[config.mk]
export PLATFORM = sky130hd
export DESIGN_NAME = s_term_frame_strobe_ctrl
export DESIGN_NICKNAME = d
export VERILOG_FILES = /design/src/rtl/s_term_cfg_pkg.sv /design/src/rtl/cfg_cycle_timer.sv /design/src/rtl/s_term_frame_strobe_ctrl.sv
export SDC_FILE = /design/constraint.sdc
export NUM_CORES = 1
export LEC_CHECK = 0
export ABC_AREA = 1
export CORE_MARGIN = 2
export CORE_UTILIZATION = 52
export DETAILED_ROUTE_END_ITERATION = 8
export PLACE_DENSITY_LB_ADDON = 0.05
export SLEW_MARGIN = 5
export SYNTH_ARGS = -nofsm -noshare
export SYNTH_HDL_FRONTEND = slang
export SYNTH_SLANG_ARGS = --single-unit
[constraint.sdc]
create_clock -name CLK -period 2.1 [get_ports CLK]
set_input_delay 0.42 -clock CLK [delete_from_list [all_inputs] [get_ports CLK]]
set_output_delay 0.42 -clock CLK [all_outputs]
set_load 0.02 [all_outputs]
[src/rtl/s_term_cfg_pkg.sv]
// Shared constants for the S_term configuration frame-strobe controller.
// The FSM encodings are plain constants so older netlists can keep using them.
package s_term_cfg_pkg;

  localparam int FRAME_IDX_W    = 5;
  localparam int FRAME_CNT_W    = 16;
  localparam int DEF_MAX_FRAMES = 20;
  localparam int TIMER_W        = 8;

  typedef logic [1:0] state_t;

  localparam state_t ST_IDLE   = 2'd0;
  localparam state_t ST_SETUP  = 2'd1;
  localparam state_t ST_STROBE = 2'd2;
  localparam state_t ST_HOLD   = 2'd3;

  function automatic logic [FRAME_CNT_W-1:0] sat_inc(input logic [FRAME_CNT_W-1:0] v);
    return (v == '1) ? v : v + 1'b1;
  endfunction

endpackage

[src/rtl/cfg_cycle_timer.sv]
// Loadable down-counter with a zero flag.
// Used to time both the SETUP and the STROBE phases of a frame write.
module cfg_cycle_timer #(
  parameter int W = 8
) (
  input  logic         CLK,
  input  logic         resetn,
  input  logic         load,
  input  logic [W-1:0] load_val,
  output logic         zero
);

  logic [W-1:0] cnt_q;
  logic [W-1:0] cnt_d;

  // The counter parks at zero until it is reloaded.
  always_comb begin
    cnt_d = cnt_q;
    if (load) begin
      cnt_d = load_val;
    end else if (cnt_q != '0) begin
      cnt_d = cnt_q - 1'b1;
    end
  end

  always_ff @(posedge CLK or negedge resetn) begin
    if (!resetn) begin
      cnt_q <= '0;
    end else begin
      cnt_q <= cnt_d;
    end
  end

  assign zero = (cnt_q == '0);

endmodule

[src/rtl/s_term_frame_strobe_ctrl.sv]
// Per-column frame-strobe controller in the S_term tile.
// Matches frame-write requests to this column and drives a timed one-hot FrameStrobe pulse.
module s_term_frame_strobe_ctrl
  import s_term_cfg_pkg::*;
#(
  parameter int COL_ID     = 0,
  parameter int COL_W      = 6,
  parameter int MAX_FRAMES = DEF_MAX_FRAMES,
  parameter int SETUP_CYC  = 1,
  parameter int STROBE_CYC = 2
) (
  input  logic                   CLK,
  input  logic                   resetn,
  input  logic                   req_valid,
  output logic                   req_ready,
  input  logic [COL_W-1:0]       req_col,
  input  logic [FRAME_IDX_W-1:0] req_frame,
  input  logic                   err_clr,
  output logic [MAX_FRAMES-1:0]  FrameStrobe_O,
  output logic                   done,
  output logic                   err,
  output logic [FRAME_CNT_W-1:0] frame_cnt
);

  localparam int SETUP_LD  = (SETUP_CYC > 0) ? SETUP_CYC - 1 : 0;
  localparam int STROBE_LD = STROBE_CYC - 1;

  state_t                 state_q, state_d;
  logic [FRAME_IDX_W-1:0] idx_q, idx_d;
  logic                   err_q, err_d;
  logic [FRAME_CNT_W-1:0] frame_cnt_q, frame_cnt_d;
  logic [MAX_FRAMES-1:0]  strobe_q, strobe_d;
  logic                   done_q, done_d;

  logic               accept;
  logic               col_hit;
  logic               range_ok;
  logic               tmr_load;
  logic [TIMER_W-1:0] tmr_val;
  logic               tmr_zero;

  assign req_ready = (state_q == ST_IDLE);
  assign accept    = req_valid & req_ready;
  assign col_hit   = (req_col == COL_W'(COL_ID));
  assign range_ok  = (32'(req_frame) < MAX_FRAMES);

  cfg_cycle_timer #(
    .W(TIMER_W)
  ) u_timer (
    .CLK      (CLK),
    .resetn   (resetn),
    .load     (tmr_load),
    .load_val (tmr_val),
    .zero     (tmr_zero)
  );

  // Strobe and done are decoded from the next state so both come straight from flops.
  always_comb begin
    state_d     = state_q;
    idx_d       = idx_q;
    err_d       = err_q;
    frame_cnt_d = frame_cnt_q;
    tmr_load    = 1'b0;
    tmr_val     = '0;
    if (err_clr) begin
      err_d = 1'b0;
    end
    case (state_q)
      ST_IDLE: begin
        if (accept && col_hit) begin
          if (!range_ok) begin
            err_d = 1'b1;
          end else begin
            idx_d    = req_frame;
            tmr_load = 1'b1;
            if (SETUP_CYC == 0) begin
              state_d = ST_STROBE;
              tmr_val = TIMER_W'(STROBE_LD);
            end else begin
              state_d = ST_SETUP;
              tmr_val = TIMER_W'(SETUP_LD);
            end
          end
        end
      end
      ST_SETUP: begin
        if (tmr_zero) begin
          state_d  = ST_STROBE;
          tmr_load = 1'b1;
          tmr_val  = TIMER_W'(STROBE_LD);
        end
      end
      ST_STROBE: begin
        if (tmr_zero) begin
          state_d     = ST_HOLD;
          frame_cnt_d = sat_inc(frame_cnt_q);
        end
      end
      ST_HOLD: begin
        state_d = ST_IDLE;
      end
      default: begin
        state_d = ST_IDLE;
      end
    endcase
    strobe_d = (state_d == ST_STROBE) ? (MAX_FRAMES'(1) << idx_d) : '0;
    done_d   = (state_d == ST_HOLD);
  end

  always_ff @(posedge CLK or negedge resetn) begin
    if (!resetn) begin
      state_q     <= ST_IDLE;
      idx_q       <= '0;
      err_q       <= 1'b0;
      frame_cnt_q <= '0;
      strobe_q    <= '0;
      done_q      <= 1'b0;
    end else begin
      state_q     <= state_d;
      idx_q       <= idx_d;
      err_q       <= err_d;
      frame_cnt_q <= frame_cnt_d;
      strobe_q    <= strobe_d;
      done_q      <= done_d;
    end
  end

  assign FrameStrobe_O = strobe_q;
  assign done          = done_q;
  assign err           = err_q;
  assign frame_cnt     = frame_cnt_q;

endmodule

## Yosys cells after proc, flatten, opt, wreduce, memory -nomap -nowiden

Index checks and enable logic that the tools add are counted.

| storage, ports and cells | value |
|---|---|
| flip-flop bits (word level) | 53 |
| input bits | 15 |
| output and inout bits | 39 |

| operators by class | value |
|---|---|
| add/subtract/negate cells | 2 |
| $lt $le $gt $ge | 1 |
| eq/ne operators | 6 |
| shift operators | 1 |
| mux-type cells | 21 |
| bitwise logic cells | 2 |
| reduce and logical (&&, ||, !) cells | 7 |

Operators with widths:

| kind | count |
|---|---|
| 20-bit 2-to-1 mux | 1 |
| 1-bit by 5-bit << shifter with 20-bit output, first input constant | 1 |
| 16-bit by 1-bit adder with 16-bit output, second input constant | 1 |
| 16-bit equality test, second input constant | 1 |
| 8-bit 2-to-1 mux | 2 |
| 5-bit 2-to-1 mux | 3 |
| 1-bit 2-to-1 mux | 9 |
| 2-bit equality test, second input constant | 4 |
| 8-bit logical NOT | 1 |
| 2-bit 2-to-1 mux | 4 |
| 2-bit case mux with 4 select lines | 1 |
| 8-bit nonzero test | 1 |
| 8-bit by 1-bit subtractor with 8-bit output, second input constant | 1 |
| 6-bit logical NOT | 1 |
| 5-bit less-than comparator, second input constant | 1 |
| 3-bit AND reduction | 1 |
| 2-bit by 1-bit equality test with 1-bit output, second input constant | 1 |
| 2-bit logical NOT | 1 |
| 1-bit case mux with 2 select lines | 1 |
| 2-bit nonzero test | 1 |
| 1-bit bitwise AND | 1 |
| 1-bit logical AND | 1 |
| 1-bit NOT | 1 |

## Longest topological paths before layout

| depth | value |
|---|---|
| word-level depth | 7 |
| mapped depth | 10 |

## Modules after synthesis

A second synthesis with hierarchy kept.

| unflattened totals | value |
|---|---|
| cells, all modules | 340 |
| area total of the unflattened synthesis | 2711.4 µm² |

Modules (own cells, without submodules):

| module | instances | cells an instance | area each (µm²) |
|---|---|---|---|
| s_term_frame_strobe_ctrl | 1 | 269 | 2198.4 |
| cfg_cycle_timer | 1 | 71 | 513.0 |

## Least setup slack after synthesis

OpenSTA, ideal clock, no wires.

| timing path | value |
|---|---|
| path type | flip-flop to flip-flop |
| start | reg frame_cnt_q[0] (netlist: frame_cnt[0]) |
| end | reg frame_cnt_q[10] (netlist: frame_cnt[10]) |
| setup time | 117 ps |
| arrival | 1535 ps |
| required time | 1983 ps |
| slack | 449 ps |
| stages on the path, launching flop included | 10 |
| buffers on the path | 1 |
| period minus slack after synthesis | 1651 ps |
| cells stage by stage | dfrtp_1 > ha_1 > nand3_4 > nor2_4 > nand3_2 > nand3_4 > inv_4 > buf_6 > nand2_1 > nand2_1 |

| between the ends | value |
|---|---|
| word-level cells in the longest chain between the ends | 3 |

Ends and longest elaborated chain:

| what | RTL line | source |
|---|---|---|
| from (decl) | s_term_frame_strobe_ctrl.sv:31 | `logic [FRAME_CNT_W-1:0] frame_cnt_q, frame_cnt_d;` |
| from (signal assigned) | s_term_frame_strobe_ctrl.sv:122 | `frame_cnt_q <= frame_cnt_d;` |
| parallel branches: the longest is 3 deep, another holds 16-bit by 1-bit adder with 16-bit output | n/a |  |

Parallel ways; which one is timed is not known.
A chain may end at the register's enable or synchronous reset.

## Final worst setup path

| timing path | value |
|---|---|
| start | reg state_q[0] |
| end | out req_ready |

| between the ends | value |
|---|---|
| word-level cells in the longest chain between the ends | 1 |

Ends and longest elaborated chain:

| what | RTL line | source |
|---|---|---|
| from (decl) | s_term_frame_strobe_ctrl.sv:28 | `state_t state_q, state_d;` |
| from (signal assigned) | s_term_frame_strobe_ctrl.sv:119 | `state_q <= state_d;` |
| 2-bit logical NOT | s_term_frame_strobe_ctrl.sv:42 | `assign req_ready = (state_q == ST_IDLE);` |
| to (decl) | s_term_frame_strobe_ctrl.sv:15 | `output logic req_ready,` |

Every way passes these cells.

==> out/results.tsv <==
metric	value	unit
status	finished, final reports clean	
drcViolationCount	0	
io_buffers	53	
post-cts-setup-buffers	0	
maxSlewViolCount	0	
worstMarginPinSlew	0.4466	ns
drive_gt1_share	11.49	%
dieHeight	76.66	µm
nFillCells	412	
whs	0.03818	ns
via_per_inst	4.817	
floorplan.core_area	5107	µm²
p_per_area	718.8	nW/µm²
io-pin-count	54	
finalCritPeriodShare	93.86	%
max_freq	507.3	MHz
path_clk_slew	0.10	ns
row_count	26	
maxCapViolCount	0	
syn-instance-count	322	
period_minus_slack	1.971	ns
syn_nets	340	
numCtsBuffers	5	
setup_viol	0	
cp.required	1.68	ns
nets	400	
insertion_delay	0.31	ns
cp_max_fo	4	
synth_area	2745	µm²
vias	2182	
n_antenna_cell	0	
vdd_ir_drop_max	0.3794	mV
overflow	0	
synth.area.top_cells	dfrtp_1, nand2_1, nor2_1	
critPathArrivalTime	1.55	ns
yosys.area.top_type	dfrtp_1	
drt_pass1_iterations	5	
hold_viol	0	
synth_top_area_share	48.31	%
endpoint_kind	primary output	
cts_sinks	53	
grt_usage	20.18	%
dieArea	5876	µm²
synth_cell_type_count	29	
rsz0062_at_grt	no	
startpoint_type	flop	
grt_pass1_wl	9515	µm
start_util	53.75	%
areaGrowthSynthToFinish	25.80	%
p_leak	1.586	nW
ant_nets	0	
ys_seq_area_share	48.31	%
timing.slew.headroom	70.23	%
post_cts_resized	0	
synth.avg_cell_area	8.525	µm²
hold_buffers	0	
drtIter0Drc	144	
yosys_warnings	0	
drt-total-wl	5439	µm
criticalPathCategory	reg -> out	
grt_max_degree	36	
grt_pass1_vias	2067	
finalClockSkew	0.005171	ns
fin_setup_tns	0	ns
min_path_type	in -> async	
clockRootBuffer	clkbuf_8	
ys_seq_elements	53	
antenna_found_initial	0	
gp_congestion	0.8465	
wl_per_cell	12.01	µm
htree_num_levels	2	
dp_hpwl	4058	µm
tritoncts	done	
die_w	76.66	µm
cts_buffer_depth	2	
state kept, by name (all words and copies together), names as in the netlist:
name	count
FrameStrobe_O	20
frame_cnt	16
u_timer.cnt_q	8
idx_q	5
state_q	2
done	1
err	1
Yosys cell counts:
library cell	number
nand2_2	5
nand3_1	19
xor2_1	14
inv_1	35
a21oi_2	1
nand2_4	2
o22ai_1	1
nor2_2	2
xnor2_1	7
nand2_1	92
o211ai_1	1
o21a_1	1
o21ai_2	5
inv_4	1
nand3_2	2
dfrtp_1	53
nand4_1	2
nor2_1	43
nor3_1	8
a21oi_1	1
nor2_4	7
nand3_4	4
o21ai_0	4
buf_6	2
nor2_8	1
o21ai_1	2
nand3b_1	1
ha_1	3
inv_2	3
metrics by stage:
stage	worst slack, ns	cell area (µm²)	power (mW)	utilization, %	cells
after floorplan	0.4485	2745	1.742	-	322
after global placement	0.1042	3363	1.904	65.85	445
after detailed placement	0.09827	3363	1.926	65.85	445
after CTS	0.1016	3453	2.524	67.61	453
after global routing	0.05481	3453	2.675	67.61	453
final	0.1289	3453	2.482	67.61	453
area by class of cell:
| type | count | area [µm²] | share of cell area (%) |
|---|---|---|---|
| Sequential cell | 53 | 1326 | 38.41 |
| Inverter | 39 | 148.9 | 4.312 |
| Clock buffer | 5 | 68.82 | 1.993 |
| Multi-Input combinational cell | 228 | 1247 | 36.12 |
| Timing Repair Buffer | 55 | 553.0 | 16.01 |
| Clock inverter | 3 | 21.27 | 0.6159 |
| Tap cell | 70 | 87.58 | 2.536 |
where the power goes:
part           internal [mW]  switching [mW]  total (mW)
Clock                  0.237           0.351       0.588
Sequential              1.13           0.119        1.25
Combinational          0.259           0.391       0.649
Total                   1.62           0.860        2.48
kinds of logic (layout without fill, tap and decap cells):
group                      count (synthesis)  after routing  share of synthesized area (%)
adders and majority gates                  3              3                          1.368
DFF                                       53             53                          48.31
buffers and inverters                     41            102                          6.245
AOI/OAI and AO/OA                         16             16                          3.966
and+or+nand+nor                          188            188                          33.41
xor gates and xnor gates                  21             21                          6.700
critical path, stage by stage, from the launching register on:
cell	delay, ns
dfrtp_1	0.45
nor2_4	0.17
clkdlybuf4s50_1	0.62
final timing paths:
check,endpoint,cells after the start,from,slack [ns]
worst max-delay path,req_ready,2,state_q[0],0.13
worst min-delay path,u_timer.cnt_q[6],1,resetn,0.04
worst max register to register,frame_cnt[9],8,frame_cnt[0],0.38
worst min register to register,frame_cnt[15],2,frame_cnt[15],0.52
max in group asynchronous,FrameStrobe_O[13],2,resetn,1.53
min in group CLK,frame_cnt[15],2,frame_cnt[15],0.52
layout by cell type (no fill, tap or decap):
cell type and instances:
buf_4 1, nand3b_1 1, nand4_1 2, nand3_1 19
o21ai_0 4, ha_1 3, nand3_2 2, o211ai_1 1
nor3_1 8, clkbuf_8 5, o21ai_1 2, xor2_1 14
nand3_4 4, inv_1 35, clkinv_2 1, nand2_4 2
inv_2 3, a21oi_2 1, nor2_4 7, xnor2_1 7
a21oi_1 1, o22ai_1 1, nor2_8 1, o21ai_2 5
nand2_2 5, clkdlybuf4s50_1 52, clkinvlp_4 1, inv_6 1
dfrtp_1 53, buf_2 1, nor2_1 43, inv_4 1
nor2_2 2, nand2_1 92, o21a_1 1, buf_12 1
layer usage:
metal	part of all wire, %	GRT usage, %
met1	46	26.74
met2	49	33.98
met3	3.3	4.000
met4	1.2	5.455
met5	0	0
No activity file was read; power rests on OpenSTA's default activity.
